**config.mk**
```make
export PLATFORM = sky130hd
export DESIGN_NAME = data_fifo_param
export DESIGN_NICKNAME = d
export VERILOG_FILES = /design/src/rtl/data_fifo_pkg.sv /design/src/rtl/data_fifo_ram.sv /design/src/rtl/data_fifo_param.sv
export SDC_FILE = /design/constraint.sdc
export NUM_CORES = 1
export LEC_CHECK = 0
export CORE_MARGIN = 5
export CORE_UTILIZATION = 29
export DETAILED_ROUTE_END_ITERATION = 16
export GPL_TIMING_DRIVEN = 0
export PLACE_DENSITY = 0.42
export SLEW_MARGIN = 20
export SYNTH_ARGS = -nofsm -noshare
export SYNTH_HDL_FRONTEND = slang
export SYNTH_HIERARCHICAL = 1
export SYNTH_SLANG_ARGS = --single-unit
```
**constraint.sdc**
```tcl
create_clock -name clk -period 2.9 [get_ports clk]
set_input_delay 0.29 -clock clk [delete_from_list [all_inputs] [get_ports clk]]
set_output_delay 0.29 -clock clk [all_outputs]
set_load 0.05 [all_outputs]
```
**src/rtl/data_fifo_pkg.sv**
```systemverilog
// data_fifo_pkg: elaboration helpers shared by the parametrised data FIFO.
// Holds the pointer-width calculation and the parameter sanity checks;
// per-instance pointer types live in the top, where their width is known.
package data_fifo_pkg;

  // Index width for a DEPTH-entry storage array (at least one bit).
  function automatic int addr_w(input int depth);
    return (depth < 2) ? 1 : $clog2(depth);
  endfunction

  // True when v is a power of two no smaller than 2.
  function automatic bit is_pow2(input int v);
    return (v >= 2) && ((v & (v - 1)) == 0);
  endfunction

  // Threshold ranges: almost_full in 1..DEPTH, almost_empty in 0..DEPTH-1.
  function automatic bit thresh_ok(input int depth, input int af, input int ae);
    return (af >= 1) && (af <= depth) && (ae >= 0) && (ae <= depth - 1);
  endfunction

endpackage

```
**src/rtl/data_fifo_ram.sv**
```systemverilog
// data_fifo_ram: DEPTH x WIDTH FIFO storage.
// One synchronous write port, one asynchronous read port; contents are
// deliberately not reset so the array maps onto plain register/LUT RAM.
module data_fifo_ram #(
  parameter int WIDTH = 8,
  parameter int DEPTH = 16,
  parameter int AW    = 4
) (
  input  logic             clk,
  input  logic             we,
  input  logic [AW-1:0]    waddr,
  input  logic [WIDTH-1:0] wdata,
  input  logic [AW-1:0]    raddr,
  output logic [WIDTH-1:0] rdata
);

  logic [WIDTH-1:0] r_mem [DEPTH];

  // Write accepted words into the slot addressed by the write pointer.
  always_ff @(posedge clk) begin
    if (we) r_mem[waddr] <= wdata;
  end

  assign rdata = r_mem[raddr];

endmodule

```
**src/rtl/data_fifo_param.sv**
```systemverilog
// data_fifo_param: parametrised single-clock first-word-fall-through FIFO.
// Pointers carry one extra wrap bit, so count is a plain modular difference
// and full/empty need no extra state. All flags and dout derive from the
// pointer registers only; wr_en/rd_en never reach them combinationally.
// Optional macro DATA_FIFO_ERR_EN adds sticky overflow/underflow flags;
// without it both outputs are tied low and no flops are spent on them.
module data_fifo_param
  import data_fifo_pkg::*;
#(
  parameter int WIDTH     = 8,
  parameter int DEPTH     = 16,
  parameter int AF_THRESH = 12,
  parameter int AE_THRESH = 2
) (
  input  logic                   clk,
  input  logic                   rst,
  input  logic                   flush,
  input  logic                   wr_en,
  input  logic [WIDTH-1:0]       din,
  input  logic                   rd_en,
  output logic [WIDTH-1:0]       dout,
  output logic                   empty,
  output logic                   full,
  output logic                   almost_empty,
  output logic                   almost_full,
  output logic [$clog2(DEPTH):0] count,
  output logic                   overflow,
  output logic                   underflow
);

  localparam int ADDR_W = addr_w(DEPTH);
  localparam int CNT_W  = ADDR_W + 1;
  localparam logic [CNT_W-1:0] AF_T = CNT_W'(AF_THRESH);
  localparam logic [CNT_W-1:0] AE_T = CNT_W'(AE_THRESH);

  // Reject illegal configurations while elaborating.
  if (!is_pow2(DEPTH)) begin : g_bad_depth
    $error("data_fifo_param: DEPTH must be a power of two >= 2");
  end
  if (!thresh_ok(DEPTH, AF_THRESH, AE_THRESH)) begin : g_bad_thresh
    $error("data_fifo_param: AF_THRESH/AE_THRESH out of range");
  end
  if (WIDTH < 1) begin : g_bad_width
    $error("data_fifo_param: WIDTH must be >= 1");
  end

  logic [ADDR_W:0]   r_wr_ptr, r_rd_ptr;
  logic [CNT_W-1:0]  w_count;
  logic              w_empty, w_full;
  logic              w_wr_acc, w_rd_acc;
  logic [WIDTH-1:0]  w_ram_rd;

  assign w_count = r_wr_ptr - r_rd_ptr;
  assign w_empty = (r_wr_ptr == r_rd_ptr);
  assign w_full  = (r_wr_ptr[ADDR_W-1:0] == r_rd_ptr[ADDR_W-1:0]) &&
                   (r_wr_ptr[ADDR_W] != r_rd_ptr[ADDR_W]);

  // A write into a full FIFO is fine when a read frees the head slot in the
  // same cycle; a read on empty is ignored even if a write arrives (no bypass).
  // Flush overrides both, and also blocks the storage write.
  assign w_wr_acc = wr_en & (~w_full | rd_en) & ~flush;
  assign w_rd_acc = rd_en & ~w_empty & ~flush;

  // Pointer update: async reset, flush clears, otherwise advance on accept.
  always_ff @(posedge clk or negedge rst) begin
    if (!rst) begin
      r_wr_ptr <= '0;
      r_rd_ptr <= '0;
    end else if (flush) begin
      r_wr_ptr <= '0;
      r_rd_ptr <= '0;
    end else begin
      if (w_wr_acc) r_wr_ptr <= r_wr_ptr + 1'b1;
      if (w_rd_acc) r_rd_ptr <= r_rd_ptr + 1'b1;
    end
  end

  data_fifo_ram #(
    .WIDTH (WIDTH),
    .DEPTH (DEPTH),
    .AW    (ADDR_W)
  ) u_ram (
    .clk   (clk),
    .we    (w_wr_acc),
    .waddr (r_wr_ptr[ADDR_W-1:0]),
    .wdata (din),
    .raddr (r_rd_ptr[ADDR_W-1:0]),
    .rdata (w_ram_rd)
  );

  // Storage is never reset, so mask the head word while empty.
  assign dout         = w_empty ? '0 : w_ram_rd;
  assign empty        = w_empty;
  assign full         = w_full;
  assign count        = w_count;
  assign almost_full  = (w_count >= AF_T);
  assign almost_empty = (w_count <= AE_T);

`ifdef DATA_FIFO_ERR_EN
  logic r_overflow, r_underflow;

  // Sticky error capture; cleared only by reset or flush.
  always_ff @(posedge clk or negedge rst) begin
    if (!rst) begin
      r_overflow  <= 1'b0;
      r_underflow <= 1'b0;
    end else if (flush) begin
      r_overflow  <= 1'b0;
      r_underflow <= 1'b0;
    end else begin
      // Refused write: full with no simultaneous read.
      if (wr_en & w_full & ~rd_en) r_overflow <= 1'b1;
      // Read on empty is only an error when no write arrives alongside it.
      if (rd_en & w_empty & ~wr_en) r_underflow <= 1'b1;
    end
  end

  assign overflow  = r_overflow;
  assign underflow = r_underflow;
`else
  assign overflow  = 1'b0;
  assign underflow = 1'b0;
`endif

endmodule

```
# Word-level counts from Yosys, hierarchy flattened
# Memory sizes are Yosys's and may differ from the RTL's.
# Cells that the tools add are included.
# Widths: inputs -> output; s select.
[word_totals]
output_inout_bits = 19
ramBits = 128
reg_bits = 10
memories = 1
[classes]
n_reduce_logical = 3
n_addsub = 3
bitwise_logic = 8
mux = 7
order_cmp = 2
n_eq_ne = 3
[memory_table]
columns = ["name", "depth", "width", "read_ports", "rd_clocked_by_memory_dff", "wr", "line", "text"]
rows = [
  ["u_ram.r_mem", 16, 8, 1, 0, 1, "data_fifo_ram.sv:17", "logic [WIDTH-1:0] r_mem [DEPTH];"],
]
[op_table]
columns = ["operator", "count"]
rows = [
  ["$mux 5", 4],
  ["$add 5x1->5 const B", 2],
  ["$mux 8", 1],
  ["$eq 5x5->1", 1],
  ["$ge 5x4->1 const B", 1],
  ["$le 5x2->1 const B", 1],
  ["$sub 5x5->5", 1],
  ["$and 1x1->1", 4],
  ["$eq 4x4->1", 1],
  ["$reduce_bool 2->1", 2],
  ["$not 1->1", 3],
  ["$mux 1", 2],
  ["$logic_and 1x1->1", 1],
  ["$ne 1x1->1", 1],
  ["$or 1x1->1", 1],
]

# Depth between registers and ports, before layout
[depth]
depth_word = 8
depth_mapped = 7

# Modules after synthesis
# Netlist, hierarchy kept.
[modules_own_cells]
columns = ["module", "seq_area_each_um2", "instances", "cells_each", "area_each_um2"]
rows = [
  ["data_fifo_ram", 3843.7, 1, 221, 4987.3],
  ["data_fifo_param", 250.2, 1, 86, 788.3],
]

# Worst setup path after synthesis
# No wires, ideal clock.
[synth_path]
path_kind = "register to output"
from = "reg r_wr_ptr[0]"
to = "out almost_empty"
arrival_ns = 3.081
setup_slack_ns = -0.471
stages_incl_launch_ff = 8
path_cell_list = "dfrtp_1 > inv_1 > ha_1 > fa_1 > or2b_1 > a21oi_1 > xnor2_1 > a2111oi_2"
[synth_between]
elab_chain_len = 2
[synth_lines]
columns = ["element", "line", "text"]
rows = [
  ["start, declared", "data_fifo_param.sv:47", "logic [ADDR_W:0] r_wr_ptr, r_rd_ptr;"],
  ["start signal, assigned", "data_fifo_param.sv:73", "if (w_wr_acc) r_wr_ptr <= r_wr_ptr + 1'b1;"],
  ["$sub 5x5->5", "data_fifo_param.sv:53", "assign w_count = r_wr_ptr - r_rd_ptr;"],
  ["via count[4]", "data_fifo_param.sv:26", "output logic [$clog2(DEPTH):0] count,"],
  ["$le 5x2->1", "data_fifo_param.sv:97", "assign almost_empty = (w_count <= AE_T);"],
  ["end, declared", "data_fifo_param.sv:24", "output logic almost_empty,"],
]
# The timed path passes the listed nets, and every way through them passes these cells.

# Worst setup path in the final report
[layout_path]
from = "reg r_rd_ptr[0]"
to = "out dout[7]"
[layout_between]
elab_chain_len = 2
elab_cells_between_ends = 3
classes_between = "eq/ne: 1; mux: 1; memory: 1"
[layout_lines]
columns = ["element", "line", "text"]
rows = [
  ["start, declared", "data_fifo_param.sv:47", ""],
  ["start signal, assigned", "data_fifo_param.sv:74", "if (w_rd_acc) r_rd_ptr <= r_rd_ptr + 1'b1;"],
  ["$mem_v2 16x8", "--", ""],
  ["via w_ram_rd[7]", "data_fifo_param.sv:51", "logic [WIDTH-1:0] w_ram_rd;"],
  ["$mux 8", "data_fifo_param.sv:92", "assign dout = w_empty ? '0 : w_ram_rd;"],
  ["end, declared", "data_fifo_param.sv:21", "output logic [WIDTH-1:0] dout,"],
]
# The timed path passes the listed nets, and every way through them passes these cells.

==> impl_summary.md <==
Status
The flow ran to the end, and the final reports show no timing, DRC or antenna violations.

Flow run
The max-cap check violation count is 0.

GRT
The total global routing track utilization is 0.124. The total overflow reported by the global router is 0. The number of antenna violations at the first check in global routing was 0.

The first-pass GRT wire length is ~20 mm. The number of global-route vias before repair is 3078. Entering global routing, the biggest net connects 17 pins.

Timing
The clock period minus final worst setup slack is around 2.8 ns. For this run, the top clock speed supported by timing is 357 MHz. The hold violation total from the final report is 0. In this run the tightest slew margin relative to its limit is 0.436. The share of the clock period used by the worst path after layout is 0.965. Across all hold checks on the routed design, the worst slack comes to 0.201 ns. Setup repair after global routing could not meet its margin everywhere. At the pin with the least slew margin, the transition time is 0.843 ns. For the final database, setup skew stands at 0.00525 ns. The final number of max-transition violations came to 0. The number of endpoints failing setup at the final stage is 0.

Cells and area
The final layout contains 384 nets. Of the cells placed in the final design, the portion with a size suffix greater than 1 is 0.305. The repair_antennas step left the layout with diodes totalling 0. The area used by multi-input combinational logic is 0.00165 mm^2. The fill cell instance count of the final layout is around 1900. The final instance area is slightly above 0.007 mm^2. The area added between synthesis and finish is 23.7%. The sequential cells in the finished layout cover a total of 0.00410 mm^2.

Worst setup path
At the worst endpoint, the required time is 2.61 ns. The arrival time of the worst setup path is 2.51 ns. The startpoint of the most critical setup path is r_rd_ptr[0]. The setup path with the least slack is of type reg2out. The worst setup path is captured at an output port.

The start of the worst register-to-register path is r_wr_ptr[2]. The maximum fanout encountered on the critical timing path is 10. Across all register-to-register paths, the minimum setup slack is between 0.1 and 0.15 ns. STA classifies the critical path startpoint as a flip-flop.

Routing
Using the TritonRoute via totals, the vias-per-cell ratio works out to 4.67. For this block, the via count after detailed routing is 2998. The residual DRC count is 0.

For this block, the routed nets add up to approximately 13 mm of wire. The per-cell routed wire length is 20.6 um. The number of DRC violations after detailed-routing iteration 0 is 189. The count of nets left with antenna violations once routing finished came out at 0.

Before antenna repair, the detailed router went through 4 iterations.

Clock tree
The clock sink count is 138. The clock insertion delay at the later pin of the skew report is 0.42 ns. The total CTS buffers is 17. The clock slew seen by the registers of the worst setup and hold paths is 0.06 ns. TritonCTS built the clock tree.

The cell chosen for the clock root is sky130_fd_sc_hd__clkbuf_16. The H-tree generated during clock tree synthesis spans 4 levels. No sink is reached through more buffers than the 2 on the longest clock path. The number of buffers added to fix hold violations after cts is 0.

Yosys
The number of storage elements in the synthesis netlist is 138. In this run, synthesis inferred 128 flip-flops with an integrated enable. The Yosys step of the flow raised 6 warnings. A synthesized cell averages 18.8 um^2. The synthesized instance count is 307. The most used flip-flop cell after synthesis is sky130_fd_sc_hd__edfxtp_1. The post-synthesis cell type count is 40. The cell area after technology mapping is approximately 0.0058 mm^2. The sequential fraction of the synthesis area is 0.709. Of all flip-flops after synthesis, the portion carrying an async set or reset was 0.0725.

Floorplanning
The count of boundary I/O pins is 32. The row count is 51. The die covers 0.0228 mm^2. For this configuration, the core starts out at a cell density of 0.296. The total area inside the core boundary comes to 0.0195 mm^2. Measured along the y axis, the die boundary spans ~150 um.

The die width is 151 um.

Pwr
Power spread over the standard cell area amounts to 796 mW/mm^2. The leakage dissipation is 2.35 nW. The maximum resistive drop on vdd is 0.407 mV.

Place
The placed instances occupy a cell area of around 0.0064 mm^2. The congestion estimate from routability-driven global placement came to 0.788. The detailed-placement wirelength estimate is 8.71 mm. The number of buffers added on ports is 29.

Min path
The worst hold path class is in2async.
[logic make-up after synthesis]
family	Yosys count	share of synthesized area
flops	138	0.709
simple gates	65	0.0561
mux	34	0.137
compound gates	30	0.0403
buf+inv	21	0.0236
xor+xnor	11	0.0167
fa+ha+maj	7	0.0165
other cells	1	0.000649
[sequential cells by signal (all words and copies together), names as in the netlist]
signal / flops
r_rd_ptr: 5
r_wr_ptr: 5
u_ram/r_mem: 128
[where the power goes]
group	leakage (nW)	switching, W	total, W	internal, W
Sequential	1.28	0.0000193	0.00222	0.00220
Combinational	0.779	0.000774	0.00125	0.000473
Clock	0.293	0.000849	0.00222	0.00137
Total	2.35	0.00164	0.00568	0.00404
[worst max-delay path, cell delays in order, from the launching register on]
cell and delay, ns:
sky130_fd_sc_hd__dfrtp_2 0.42, sky130_fd_sc_hd__buf_6 0.16, sky130_fd_sc_hd__buf_6 0.19, sky130_fd_sc_hd__mux4_2 0.55
sky130_fd_sc_hd__a22oi_2 0.20, sky130_fd_sc_hd__nand2_1 0.10, sky130_fd_sc_hd__nor2b_1 0.13, sky130_fd_sc_hd__clkdlybuf4s15_2 0.34
[cell usage after synthesis (5+ instances only)]
master	instances	area [um^2]
sky130_fd_sc_hd__dfrtp_1	10	250
sky130_fd_sc_hd__nor2b_1	10	62.6
sky130_fd_sc_hd__ha_1	6	75.1
sky130_fd_sc_hd__xor2_1	5	43.8
sky130_fd_sc_hd__edfxtp_1	128	3840
sky130_fd_sc_hd__a22oi_1	16	120
sky130_fd_sc_hd__xnor2_1	6	52.6
sky130_fd_sc_hd__inv_1	7	26.3
sky130_fd_sc_hd__mux4_2	18	405
sky130_fd_sc_hd__nor2_1	26	97.6
sky130_fd_sc_hd__mux4_1	14	368
sky130_fd_sc_hd__nand2_1	9	33.8
[per-stage QoR]
step / utilization / cells / worst slack, ns / setup TNS [ns] / power [W]
after floorplan: - / 308 / 0.00627 / 0 / 0.00309
after global placement: 0.329 / 602 / -0.902 / -52.69 / 0.00350
after detailed placement: 0.330 / 602 / -0.583 / -49.09 / 0.00350
after CTS: 0.367 / 642 / -0.0449 / -0.0449 / 0.00575
after global routing: 0.366 / 642 / -0.00707 / -0.00745 / 0.00590
final: 0.366 / 642 / 0.102 / 0 / 0.00568
[layout by cell type (no fill, tap or decap), types with 3 or more instances in the layout]
| cell | instances |
|---|---|
| sky130_fd_sc_hd__edfxtp_1 | 128 |
| sky130_fd_sc_hd__mux4_2 | 22 |
| sky130_fd_sc_hd__nor2_1 | 19 |
| sky130_fd_sc_hd__clkbuf_16 | 17 |
| sky130_fd_sc_hd__clkdlybuf4s50_1 | 15 |
| sky130_fd_sc_hd__buf_2 | 13 |
| sky130_fd_sc_hd__nor2b_1 | 10 |
| sky130_fd_sc_hd__buf_4 | 10 |
| sky130_fd_sc_hd__a22oi_1 | 10 |
| sky130_fd_sc_hd__mux4_1 | 10 |
| sky130_fd_sc_hd__nand2_1 | 9 |
| sky130_fd_sc_hd__inv_1 | 7 |
| sky130_fd_sc_hd__ha_1 | 6 |
| sky130_fd_sc_hd__dfrtp_2 | 6 |
| sky130_fd_sc_hd__a22oi_2 | 6 |
| sky130_fd_sc_hd__xnor2_1 | 5 |
| sky130_fd_sc_hd__xor2_1 | 5 |
| sky130_fd_sc_hd__buf_6 | 5 |
| sky130_fd_sc_hd__nor2_2 | 4 |
| sky130_fd_sc_hd__o21ai_0 | 4 |
| sky130_fd_sc_hd__dfrtp_1 | 4 |
| sky130_fd_sc_hd__clkinv_4 | 3 |
| sky130_fd_sc_hd__bufinv_16 | 3 |
| sky130_fd_sc_hd__inv_6 | 3 |
| sky130_fd_sc_hd__clkdlybuf4s15_2 | 3 |
| sky130_fd_sc_hd__clkdlybuf4s25_2 | 3 |
| sky130_fd_sc_hd__nor3_2 | 3 |
| sky130_fd_sc_hd__nor2_4 | 3 |
[path summary, 6_finish.rpt]
path                                 endpoint  cells after the start
min                               r_rd_ptr[3]                      1
max reg2reg                u_ram/r_mem[14][3]                      7
max                                   dout[7]                      7
max in group asynchronous         r_wr_ptr[2]                      1
min reg2reg                       r_rd_ptr[4]                      2
min in group clk                  r_rd_ptr[3]                      2
[final cells by class]
class	count	area share
Sequential cell	138	0.574
Buffer	14	0.0159
Multi-Input combinational cell	149	0.231
Timing Repair Buffer	37	0.0433
Clock buffer	17	0.0596
Clock inverter	15	0.0263
Tap cell	265	0.0464
Inverter	7	0.00368
[repair_timing]
item	4_1_cts	5_1_grt
setup endpoints to repair	144	138
pin swaps	2	0
buffers inserted	8	0
resized for setup	72	19
[routing by layer]
metal | global-route usage | wire, um | up-vias
li1 | - | - | 1345
met1 | 0.174 | 6010 | 1573
met2 | 0.187 | 6230 | 69
met3 | 0.0350 | 811 | 11
met4 | 0.0417 | 197 | 0
met5 | 0 | 0 | -
Power figures use the tool's default switching activity.
==> patch 1: new RTL, same flow settings <==
The option `DATA_FIFO_ERR_EN` is turned on by a define.
--- a/src/rtl/data_fifo_param.sv
+++ b/src/rtl/data_fifo_param.sv
@@ -5,4 +5,6 @@
 // Optional macro DATA_FIFO_ERR_EN adds sticky overflow/underflow flags;
 // without it both outputs are tied low and no flops are spent on them.
+`define DATA_FIFO_ERR_EN
+
 module data_fifo_param
   import data_fifo_pkg::*;
Function: changed (Yosys sat finds a counterexample within 4 cycles, from zero or initial values and one cycle with rst low).
==> patch 1 against the original RTL <==
Clock power decreased by 5%. Largest power group unchanged. Sequential cell count increased by 2. Synthesized area increased by 1.3%. Routed wire length increased by 4.5%. Power decreased by 1.8%. Largest cell class unchanged. Via count increased by 3.5%. Global-route usage decreased by 0.14 points. Critical path type unchanged. Cell area increased by 1.5%. Setup slack got worse by 0.060 ns. Sequential share of layout area decreased by 0.15 points.
==> patch 1: results (changes against the original RTL) <==
| Metric | Value |
|---|---|
| Worst vdd ir | `0.000414 V (+1.8%)` |
| Fillers | `1934 (+3.3%)` |
| Post-synthesis xor/xnor area fraction | `0.0163 (-0.000428)` |
| Detail Placement HPWL | `9.08 mm (+4.2%)` |
| Post-CTS sizing | `84 (+17%)` |
| Clkbuf count | `19 (+2)` |
| Slew HR | `0.475 (+0.0396)` |
| # Post-CTS Setup Buffers | `1 (-7)` |
| Multi-input gate count | `153 (+2.7%)` |
| Crit path DAT | `2.57 ns (+0.06 ns)` |
| Multi-input logic area | `0.00171 mm2 (+3.6%)` |
| Status | `complete, no violations` |
| Global-route wire length before repair | `20.8 mm (+6.3%)` |
| Routing usage on met1 | `0.162 (-0.0127)` |
| 1st-iter DRT viols | `172 (-9.0%)` |
| Final wirelength | `13.8 mm (+4.5%)` |
| Compound-cell area share of the yosys netlist | `0.0430 (+0.00269)` |
| Layout Cells excl Fill | `657 (+2.3%)` |
| Top post-synthesis cells by count | `edfxtp_1 (128), nor2_1 (27), mux4_2 (18)` |
| Wl on met1 | `6.37 mm (+6.0%)` |
| PortBufs | `31 (+6.9%)` |
| Area contributors post-synth | `edfxtp_1 (66%), mux4_2 (6.9%), mux4_1 (6.3%)` |
| Reg area | `0.00415 mm2 (+1.2%)` |
| GR met2 Demand/Resource | `0.201 (+0.0140)` |
| Met3 Track Usage GR | `0.0333 (-0.00173)` |
| Met3 wire length | `385 um (-53%)` |
| Share of synthesized registers carrying an async set or reset | `0.0857 (+0.0133)` |
| Clk tree area frac | `0.0794 (-0.00644)` |
| Routed wl met2 | `6.94 mm (+11%)` |
| Fin nets | `394 (+2.6%)` |
| Via Count | `3104 (+3.5%)` |
| Average size of a mapped cell | `18.7 um2 (-0.64%)` |
| Leak pwr | `2.40 nW (+2.1%)` |
| Seq cells | `140 (+1.4%)` |
| Post-layout util | `0.362 (-0.00406)` |
[patch 1: path summary, 6_finish.rpt]
check | from | end | slack (ns) | cells after the start
max | r_rd_ptr[0]$_DFFE_PN0P_ | dout[7] | 0.04 | 7
min | rst | underflow$_DFFE_PN0P_ | 0.24 | 1
max reg2reg | r_wr_ptr[1]$_DFFE_PN0P_ | u_ram/r_mem[0][5]$_DFFE_PP_ | 0.19 | 7
min reg2reg | underflow$_DFFE_PN0P_ | underflow$_DFFE_PN0P_ | 0.50 | 2
max in group asynchronous | rst | r_rd_ptr[3]$_DFFE_PN0P_ | 2.25 | 1
min in group clk | underflow$_DFFE_PN0P_ | underflow$_DFFE_PN0P_ | 0.50 | 2
[patch 1: power by group]
group          total [W]  switching (W)  internal (W)
Combinational    0.00122       0.000758      0.000464
Clock            0.00211       0.000838       0.00127
Sequential       0.00225      0.0000219       0.00223
==> patch 2: new RTL, same settings <==
Without the edit above. Put a register stage on the output `count`. The value now appears one clock later. The other outputs are not delayed to match.
--- a/src/rtl/data_fifo_param.sv
+++ b/src/rtl/data_fifo_param.sv
@@ -93,5 +93,7 @@
   assign empty        = w_empty;
   assign full         = w_full;
-  assign count        = w_count;
+  always_ff @(posedge clk) begin
+    count <= w_count;
+  end
   assign almost_full  = (w_count >= AF_T);
   assign almost_empty = (w_count <= AE_T);
Function: changed (Yosys sat finds a counterexample within 4 cycles, from zero or initial values and one cycle with rst low).
==> patch 2 against the original RTL <==
Power down 2.2%. Sequential cell count up 5. Global-route usage down 0.13 points. Routed wire length up 3.9%. Largest power group unchanged. Clock skew up 0.0014 ns. Count of clock-buffer cells in the layout up 1. Critical path depth up 1. Setup slack worse by 0.077 ns. Synthesized area up 1.7%. Clock power down 10%. Via count up 2.0%. Non-clock buffer count up 1. Cell area up 1.3%.
==> patch 2: results (changes against the original RTL) <==
| Metric | Value |
|---|---|
| Status | `complete, no violations` |
| Fillers | `1880 (+0.43%)` |
| 1st-iter DRT viols | `173 (-8.5%)` |
| Slew of the pin with the lowest slew margin | `0.966 ns (+0.122 ns)` |
| Detail Placement HPWL | `8.91 mm (+2.3%)` |
| Fin nets | `390 (+1.6%)` |
| Crit path DAT | `2.91 ns (+0.40 ns)` |
| Crit Path Max Fanout | `8 (-2)` |
| Global-route wire length before repair | `20.9 mm (+6.4%)` |
| Via Count | `3057 (+2.0%)` |
| Distinct cells, synth | `41 (+2.5%)` |
| Vias in the first global route | `3202 (+4.0%)` |
| Cells after DPL | `613 (+1.8%)` |
| Average vias per placed instance | `4.69 (+0.40%)` |
| Share of synthesized registers carrying an async set or reset | `0.0699 (-0.00253)` |
| Placed inst area | `0.00655 mm2 (+1.7%)` |
| Post-Syn Instances | `312 (+1.6%)` |
| Layout cells sized above 1 | `0.304 (-0.00137)` |
| GRT Overall Usage | `0.123 (-0.00135)` |
| RePlAce Congestion | `0.749 (-5.0%)` |
| R2R depth | `8 (+1)` |
| Area contributors post-synth | `edfxtp_1 (65%), mux4_2 (6.9%), mux4_1 (6.3%)` |
| Clock skew | `0.00667 ns (+0.00143 ns)` |
| Pre-CTS setup slack | `-0.640 ns (-0.0566 ns)` |
| Worst vdd ir | `0.000360 V (-12%)` |
[patch 2: cell types whose count changed after synthesis, sizes merged]
cell,unedited run,this run
dfxtp,0,5
[patch 2: routing by layer]
metal  GRT usage  up-vias  wire length, um
met1       0.161     1621             6290
met4      0.0445        0              263
li1            -     1369                -
met5           0        -                0
met2       0.197       55             6770
met3      0.0352       12              439
[patch 2: power by group through the flow]
| stage | registers [W] | clock network, W | logic, W |
|---|---|---|---|
| global placement | 0.00237 | 0 | 0.00123 |
| finish | 0.00232 | 0.00199 | 0.00124 |
| floorplan | 0.00245 | 0 | 0.000734 |
| CTS | 0.00232 | 0.00206 | 0.00125 |
| global route | 0.00233 | 0.00216 | 0.00132 |
| detailed placement | 0.00237 | 0 | 0.00123 |
[patch 2: worst paths after layout]
kind | start | end | slack (ns)
worst max-delay path | r_rd_ptr[2]$_DFFE_PN0P_ | u_ram/r_mem[15][4]$_DFFE_PP_ | 0.02
worst min-delay path | rst | r_rd_ptr[3]$_DFFE_PN0P_ | 0.19
worst max register to register | r_rd_ptr[2]$_DFFE_PN0P_ | u_ram/r_mem[15][4]$_DFFE_PP_ | 0.02
worst min register to register | r_rd_ptr[4]$_DFFE_PN0P_ | r_rd_ptr[4]$_DFFE_PN0P_ | 0.60
max in group asynchronous | rst | r_rd_ptr[1]$_DFFE_PN0P_ | 2.37
min in group clk | flush | r_rd_ptr[3]$_DFFE_PN0P_ | 0.43
[patch 2: stage by stage]
stage,hold slack (ns),utilization
6_report,0.194,0.360
2_1_floorplan,-0.00559,-
3_5_place_dp,0.596,0.326
4_1_cts,0.200,0.360
5_1_grt,0.232,0.360
3_3_place_gp,0.581,0.324
[patch 2: cell type report]
class                   count  share of cell area
flip-flops and latches    143               0.581
multi-input cells         149               0.229
clock buffers              18              0.0593
repair buffers             38              0.0486
well taps                 270              0.0467
plain buffers              14              0.0163
clock inverters            13              0.0159
inverters                   7             0.00363
[patch 2: repair_timing]
action / 4_1_cts / 5_1_grt
hold buffers: 0 / 0
buffers inserted: 8 / 0
pin swaps: 5 / 1
endpoints found under the setup margin: 140 / 112
gates resized for setup: 73 / 19
[patch 2: cell families (layout without fill, tap and decap cells)]
group / Yosys count / after routing / share of synthesized area
muxes: 34 / 34 / 0.135
other: 1 / 2 / 0.000638
adders and majority gates: 7 / 7 / 0.0162
DFF: 143 / 143 / 0.714
buffers and inverters: 21 / 90 / 0.0232
AOI/OAI and AO/OA: 30 / 30 / 0.0396
and+or+nand+nor: 65 / 65 / 0.0552
xor gates and xnor gates: 11 / 11 / 0.0164
[patch 2: worst max-delay path: stages (launching register included)]
cell and delay, ns:
dfrtp_2 0.43, inv_1 0.09, ha_1 0.35, nand4_1 0.16, buf_4 0.18, o31ai_4 0.09
nor2_2 0.22, nand3_1 0.20, nor2_1 0.78
